$ cat config.mk
export PLATFORM = sky130hd
export DESIGN_NAME = ripple_count_extender_flat
export DESIGN_NICKNAME = d
export VERILOG_FILES = /design/src/rtl/ripple_count_extender_if.sv /design/src/rtl/ripple_count_extender.sv /design/src/flat_wrapper.sv
export SDC_FILE = /design/constraint.sdc
export NUM_CORES = 1
export LEC_CHECK = 0
export CAP_MARGIN = 15
export CORE_AREA = 8 8 68 70
export CTS_CLUSTER_DIAMETER = 100
export DETAILED_ROUTE_END_ITERATION = 10
export DIE_AREA = 0 0 76 78
export GPL_TIMING_DRIVEN = 1
export PLACE_DENSITY = 0.77
export RECOVER_POWER = 25
export SYNTH_ARGS = -nofsm -noshare
export SYNTH_HDL_FRONTEND = slang
export SYNTH_SLANG_ARGS = --single-unit
$ cat constraint.sdc
create_clock -name CLK -period 3.43 [get_ports CLK]
set_input_delay 0.5145 -clock CLK [delete_from_list [all_inputs] [get_ports CLK]]
set_output_delay 0.5145 -clock CLK [all_outputs]
set_load 0.03 [all_outputs]
$ cat src/rtl/ripple_count_extender_if.sv
// Bus between the ripple-counter sampler and its user.
// Carries Q_IN/TARGET/CLR_ERR in, COUNT/VALID/WRAP/MATCH/SEQ_ERR out.
interface ripple_count_extender_if #(
  parameter int HI_WIDTH = 12
);
  logic [3:0]          Q_IN;
  logic [HI_WIDTH+3:0] TARGET;
  logic                CLR_ERR;
  logic [HI_WIDTH+3:0] COUNT;
  logic                VALID;
  logic                WRAP;
  logic                MATCH;
  logic                SEQ_ERR;

  modport master (
    output Q_IN, TARGET, CLR_ERR,
    input  COUNT, VALID, WRAP, MATCH, SEQ_ERR
  );

  modport slave (
    input  Q_IN, TARGET, CLR_ERR,
    output COUNT, VALID, WRAP, MATCH, SEQ_ERR
  );
endinterface

$ cat src/rtl/ripple_count_extender.sv
// Extends a 4-bit ripple counter to HI_WIDTH+4 bits by counting wraps.
// Ports: CLK, RESET (sync, active-high), bus (slave: Q_IN, TARGET,
// CLR_ERR in; COUNT, VALID, WRAP, MATCH, SEQ_ERR out).
// Option: RIPPLE_EXT_SEQ_CHECK_EN enables illegal-step detection.
module ripple_count_extender #(
  parameter int HI_WIDTH = 12
) (
  input  logic                    CLK,
  input  logic                    RESET,
  ripple_count_extender_if.slave  bus
);

  logic [3:0]          prev, prev_n;
  logic [3:0]          lo, lo_n;
  logic [HI_WIDTH-1:0] hi, hi_n;
  logic                valid, valid_n;
  logic                wrap, wrap_n;
  logic                match, match_n;
  logic                seq_err, seq_err_n;
  logic                step;
  logic                err_set;
  logic [3:0]          d;

  assign d = bus.Q_IN - prev;

  always_comb begin
    prev_n  = prev;
    lo_n    = lo;
    hi_n    = hi;
    valid_n = valid;
    wrap_n  = 1'b0;
    step    = 1'b0;
    err_set = 1'b0;
    if (!valid) begin
      // first sample after reset is a plain load
      lo_n    = bus.Q_IN;
      prev_n  = bus.Q_IN;
      valid_n = 1'b1;
      step    = 1'b1;
    end else if (d != 4'd0) begin
      lo_n   = bus.Q_IN;
      prev_n = bus.Q_IN;
      step   = 1'b1;
`ifdef RIPPLE_EXT_SEQ_CHECK_EN
      if (d == 4'd1) begin
        if (prev == 4'hF) begin
          hi_n   = hi + HI_WIDTH'(1);
          wrap_n = 1'b1;
        end
      end else begin
        err_set = 1'b1;
      end
`else
      // any backward step is taken as a wrap
      if (bus.Q_IN < prev) begin
        hi_n   = hi + HI_WIDTH'(1);
        wrap_n = 1'b1;
      end
`endif
    end
    // only a fresh value can match, never a held one
    match_n = step && ({hi_n, lo_n} == bus.TARGET);
  end

`ifdef RIPPLE_EXT_SEQ_CHECK_EN
  always_comb begin
    seq_err_n = seq_err;
    if (err_set)
      seq_err_n = 1'b1;
    else if (bus.CLR_ERR)
      seq_err_n = 1'b0;
  end
`else
  logic unused_clr;
  logic unused_err_set;
  assign unused_clr     = bus.CLR_ERR;
  assign unused_err_set = err_set;
  assign seq_err_n      = 1'b0;
`endif

  always_ff @(posedge CLK) begin
    if (RESET) begin
      prev    <= '0;
      lo      <= '0;
      hi      <= '0;
      valid   <= 1'b0;
      wrap    <= 1'b0;
      match   <= 1'b0;
      seq_err <= 1'b0;
    end else begin
      prev    <= prev_n;
      lo      <= lo_n;
      hi      <= hi_n;
      valid   <= valid_n;
      wrap    <= wrap_n;
      match   <= match_n;
      seq_err <= seq_err_n;
    end
  end

  assign bus.COUNT   = {hi, lo};
  assign bus.VALID   = valid;
  assign bus.WRAP    = wrap;
  assign bus.MATCH   = match;
  assign bus.SEQ_ERR = seq_err;

endmodule

$ cat src/flat_wrapper.sv
// flat-port wrapper written by rule: the top's interface ports become plain ports
module ripple_count_extender_flat 
#(
  parameter int HI_WIDTH = 12
)
  (CLK, RESET, bus_Q_IN, bus_TARGET, bus_CLR_ERR, bus_COUNT, bus_VALID, bus_WRAP, bus_MATCH, bus_SEQ_ERR);
  ripple_count_extender_if #(.HI_WIDTH(HI_WIDTH)) bus_i ();
  input  logic CLK;
  input  logic RESET;
  input wire logic [$bits(bus_i.Q_IN)-1:0] bus_Q_IN;
  input wire logic [$bits(bus_i.TARGET)-1:0] bus_TARGET;
  input wire logic [$bits(bus_i.CLR_ERR)-1:0] bus_CLR_ERR;
  output wire logic [$bits(bus_i.COUNT)-1:0] bus_COUNT;
  output wire logic [$bits(bus_i.VALID)-1:0] bus_VALID;
  output wire logic [$bits(bus_i.WRAP)-1:0] bus_WRAP;
  output wire logic [$bits(bus_i.MATCH)-1:0] bus_MATCH;
  output wire logic [$bits(bus_i.SEQ_ERR)-1:0] bus_SEQ_ERR;
  assign bus_i.Q_IN = bus_Q_IN;
  assign bus_i.TARGET = bus_TARGET;
  assign bus_i.CLR_ERR = bus_CLR_ERR;
  assign bus_COUNT = bus_i.COUNT;
  assign bus_VALID = bus_i.VALID;
  assign bus_WRAP = bus_i.WRAP;
  assign bus_MATCH = bus_i.MATCH;
  assign bus_SEQ_ERR = bus_i.SEQ_ERR;
  ripple_count_extender #(.HI_WIDTH(HI_WIDTH)) u_core (.CLK(CLK), .RESET(RESET), .bus(bus_i));
endmodule
Word level (Yosys, flattened, before mapping)
Cells that the tools add are included.
Widths: inputs -> output; s select.

storage, ports and cells
  register bits = 23
  output and inout bits = 20
  word-level logic and storage cells = 27

operators by class
  $add $sub $neg = 2
  muxes and demuxes = 11
  reductions and logical operators = 3
  equality and inequality tests = 2
  order comparisons = 1
  bitwise operators = 2

operators with widths
  operator               number
  $mux 12                3
  $eq 16x16->1           1
  $mux 4                 4
  $add 12x1->12 const B  1
  $lt 4x4->1             1
  $mux 1                 4
  $reduce_bool 4->1      1
  $sub 4x4->4            1
  $reduce_or 3->1        1
  $ne 2x2->1 const B     1
  $not 1->1              2
  $logic_and 1x1->1      1

Longest topological paths before layout
  word-level depth = 6
  depth in mapped cells = 10
  gate-level depth less buffers = 9

Worst setup path after synthesis
OpenSTA, ideal clock, no wires.

  path type = input-to-reg
  from = input bus_Q_IN[2]
  to = register u_core.match, in the netlist u_core.bus.MATCH
  required time = 3369 ps
  setup time = 61 ps
  arrival time = 2495 ps
  stages = 7
  setup slack = 874 ps
  cells stage by stage = ha_1 -> or4b_4 -> o211ai_2 -> nor3_2 -> mux2_4 -> a2111oi_4 -> and4_1

between the ends
  word-level cells in the longest chain between the ends = 6
  elaborated cells between the ends (all ways) = 12
  those cells by class = add/sub: 1; order compare: 1; eq/ne: 1; mux: 7; reduce/logical: 2

ends and longest elaborated chain
  item                                          line                                                      source
  start: declaration                            flat_wrapper.sv:10                                        input wire logic [$bits(bus_i.Q_IN)-1:0] bus_Q_IN;
  $sub 4x4->4 or $lt 4x4->1 (tied branches)     ripple_count_extender.sv:24, ripple_count_extender.sv:55
  $reduce_bool 4->1 or $mux 12 (tied branches)  ripple_count_extender.sv:40, ripple_count_extender.sv:55
  $mux 4 or $mux 12 (tied branches)             ripple_count_extender.sv:40                               end else if (d != 4'd0) begin
  $mux 4 or $mux 12 (tied branches)             ripple_count_extender.sv:34                               if (!valid) begin
  $eq 16x16->1                                  ripple_count_extender.sv:62                               match_n = step && ({hi_n, lo_n} == bus.TARGET);
  $logic_and 1x1->1 (*)                         ripple_count_extender.sv:62
  end signal: assignment                        ripple_count_extender.sv:96                               match <= match_n;
  end: declaration                              ripple_count_extender.sv:18                               logic match, match_n;

Every way passes the cells marked *; elsewhere a longest branch is shown, timed or not.
A chain may end at the register's enable or synchronous reset.

Worst setup path after layout
Ends and elaborated chain as after synthesis.

==> flow_summary_export.csv <==
group,metric,value,unit
clock_network,cts.path.max_buffers,2,
final_layout,fillerInstances,329,
logic_synthesis,synthDistinctLibCells,51,
sta,fmax,339,MHz
critical_path,worstPathCellList,"clkdlybuf4s50_1, ha_1, or4b_4, nor2_1, nor3_2, mux2i_1, a211o_1, nor4_1, and4_1",
power_and_ir_drop,irDropWorstVdd,0.000193,V
placement,gp_congestion,0.830,
grt,track_usage,0.134,
die,std_cell_rows,22,
final_layout,post-route-util,0.597,
logic_synthesis,ys_warns,0,
sta,clock-skew-final,0.0104,ns
clock_network,cts_made_buffers,3,
critical_path,slowest_delay,0.53,ns
routing,vias_per_cell,5.22,
sta,worst_pin_slew,0.977,ns
critical_path,crit_path_required_time,3.69,ns
sta,hold_viol_final,0,
clock_network,insertion_delay,0.32,ns
critical_path,crit_path_start_kind,"primary input",
die,dieArea,0.00593,mm²
routing,highest-signal-layer,"met4",
clock_network,holdBufCountCts,0,
final_layout,syn2layout_area_growth,28.2,%
sta,rsz0062_at_grt,"false",
sta,setup_viol_count_final,0,
logic_synthesis,synth_largest_area_cell,"dfxtp_1",
critical_path,critPathSlowestCell,"or4b_4",
run,maxCapViolations,0,
placement,io_buffer_count,40,
logic_synthesis,synth_area,0.00165,mm²
clock_network,h_tree_depth,1,
logic_synthesis,async_reset_ff_frac,0,
clock_network,post-cts-setup-buffers,0,
clock_network,cts.sink_count,23,
grt,grt_antenna_before_repair,0,
power_and_ir_drop,power_density_over_cell_area,271,mW/mm²
critical_path,cp.arrival,3.21,ns
routing,routed_wire_length_per_instance,14.0,µm
routing,drt_drc_violations_left,0,
routing,detail_route_antenna_nets,0,
min_path,hold_class,"reg -> reg",
clock_network,post_cts_resize_count,0,
logic_synthesis,yosys-top-cells-area,"dfxtp_1 (28%), xnor2_1 (6.9%), xor2_1 (6.9%)",
grt,grt_start_max_net_pins,23,
critical_path,cp.buffers_inverters,1,
logic_synthesis,synth-edff-count,0,
placement,placement.setup.worst_slack,0.191,ns
clock_network,tritoncts,"built",
sta,maxSlewViolCount,0,
logic_synthesis,synth_flop_cell,"dfxtp_1",
routing,totalWireLength,3910,µm
critical_path,path_delay_family,"simple AND/OR/NAND/NOR gates",
logic_synthesis,postSynthRegisterBits,23,
routing,detailroute.wirelength.met3,145,µm
sta,final_critical_delay_including_setup_and_external_delays,2.95,ns
die,die_h,78,µm
routing,vias,1457,
die,core_area,0.00355,mm²
critical_path,critical_path_class,"in -> reg",
grt,grt_overflow_total,0,
logic_synthesis,syn-mean-instance-area,8.71,µm²
routing,wire_length_on_met2,1830,µm
critical_path,crit_path_max_fanout,7,
critical_path,critical_path.endpoint_type,"register",
power_and_ir_drop,leakage,0.813,nW
die,fp.dieW,76,µm
logic_synthesis,synth_sequential_area_ratio,0.278,
die,ios,43,
clock_network,cts.root.buffer_cell,"clkbuf_4",
sta,setup_slack,0.484,ns
sta,slew-limit-headroom,0.348,
grt,grt_pass1_vias,1421,
sta,finalCritPeriodShare,0.859,
placement,postPlaceCellArea,0.00210,mm²
routing,drt_pre_antenna_iters,4,
routing,drt_iter0_drc,78,
logic_synthesis,synthesis.instances,190,
status,run_status,"finished, final reports clean",
logic_synthesis,postSynthNetCount,218,
final_layout,postLayoutCellArea,0.00212,mm²
clock_network,clk_pin_slew,0.14,ns
final_layout,antenna-diode-count,0,
grt,wire_length_of_the_first_global_routing_pass,6730,µm
sta,setup_total_negative_slack,0,ns
placement,hpwl,3100,µm
routing,detail_route.wirelength.met1,1890,µm
final_layout,post_route_cells_drive_above_1_share,0.0779,
die,floorplan.initialDensity,0.466,
final_layout,nets,260,
logic_synthesis,yosysTopAreaCellShare,0.278,
-- cells in the mapped netlist (2+ instances only) --
master / n
clkbuf_1: 3
nand2_1: 6
nor2_1: 27
nand3_1: 2
mux2i_1: 11
and4_1: 3
nand3b_1: 2
dfxtp_1: 23
nor3b_1: 2
inv_1: 8
ha_1: 5
xor2_1: 13
nor3_1: 4
a21oi_1: 5
nor3_2: 2
a2111oi_0: 2
and2b_1: 3
xnor2_1: 13
and3_1: 4
nor4_1: 4
nand2b_1: 3
a211o_1: 2
o21ai_0: 6
nor2b_1: 3
nand4_1: 4
buf_4: 3
or3_1: 2
a21o_1: 2
-- layer usage --
metal / GRT usage / vias to the layer above
li1: - / 752
met5: 0 / -
met4: 0.0353 / 0
met3: 0.0265 / 4
met1: 0.172 / 675
met2: 0.222 / 26
-- placed cells by master, fill, tap and decap left out, types with 2 or more instances in the layout --
cell type        instances
nand3b_1                 2
nand2b_1                 3
dfxtp_1                 23
a21oi_1                  5
a211o_1                  2
ha_1                     5
inv_1                    8
a2111oi_0                2
nor2_1                  28
xor2_1                  13
o21ai_0                  6
clkdlybuf4s50_1         32
clkbuf_4                 3
dlygate4sd3_1            8
nand3_1                  2
mux2i_1                 11
and3_1                   4
a21o_1                   2
or3_1                    2
nor3b_1                  2
nand4_1                  4
and4_1                   3
nor4_1                   4
nor2b_1                  3
nand2_1                  6
xnor2_1                 13
and2b_1                  3
buf_4                    4
nor3_1                   4
nor3_2                   2
-- report_power, final --
part | switching (mW) | internal (mW) | leakage [nW] | total, mW
Clock | 0.0872 | 0.0445 | 0.0139 | 0.132
Combinational | 0.0837 | 0.0750 | 0.610 | 0.159
Sequential | 0.00828 | 0.277 | 0.188 | 0.285
Total | 0.179 | 0.396 | 0.813 | 0.575
-- logic make-up after synthesis --
family / after synthesis / share of synthesized area
simple gates: 78 / 0.271
compound gates: 27 / 0.129
xor+xnor: 27 / 0.151
flops: 23 / 0.278
buf+inv: 16 / 0.0484
mux: 12 / 0.0756
fa+ha+maj: 6 / 0.0439
other cells: 1 / 0.00227
-- final timing paths --
check	end	slack, ns	depth (start not counted)	start
max reg2reg	u_core.bus.MATCH$_SDFF_PP0_	0.74	9	u_core.prev[2]$_SDFFE_PP0P_
min reg2reg	u_core.lo[0]$_SDFF_PP0_	0.50	2	u_core.lo[0]$_SDFF_PP0_
max	u_core.bus.MATCH$_SDFF_PP0_	0.48	9	bus_Q_IN[2]
min	u_core.lo[0]$_SDFF_PP0_	0.50	2	u_core.lo[0]$_SDFF_PP0_
-- per-stage QoR --
step           cells  total power, mW  hold slack, ns
3_5_place_dp     275            0.452           0.487
4_1_cts          279            0.585           0.522
2_1_floorplan    190            0.394           0.463
3_3_place_gp     275            0.450           0.477
5_1_grt          279            0.610           0.541
6_report         279            0.575           0.504
-- worst reg2reg max path: stages (launching register included) --
cell	delay [ns]
dfxtp_1	0.36
inv_1	0.05
ha_1	0.34
or4b_4	0.53
nor2_1	0.35
nor3_2	0.17
mux2i_1	0.17
a211o_1	0.31
nor4_1	0.14
and4_1	0.22
-- final cells by class --
cell class | instances | area [µm²] | area share
clock buffers | 3 | 22.5 | 0.0106
repair buffers | 45 | 434 | 0.205
flip-flops and latches | 23 | 460 | 0.217
multi-input cells | 151 | 1110 | 0.522
clock inverters | 1 | 7.51 | 0.00354
well taps | 48 | 60.1 | 0.0283
inverters | 8 | 30.0 | 0.0142
-- flip-flops by register name (all words and copies together) (netlist names) --
| name | flops |
|---|---|
| u_core.bus.MATCH | 1 |
| u_core.bus.WRAP | 1 |
| u_core.prev | 4 |
| u_core.lo | 4 |
| u_core.bus.VALID | 1 |
| u_core.hi | 12 |
Power figures use the tool's default switching activity.
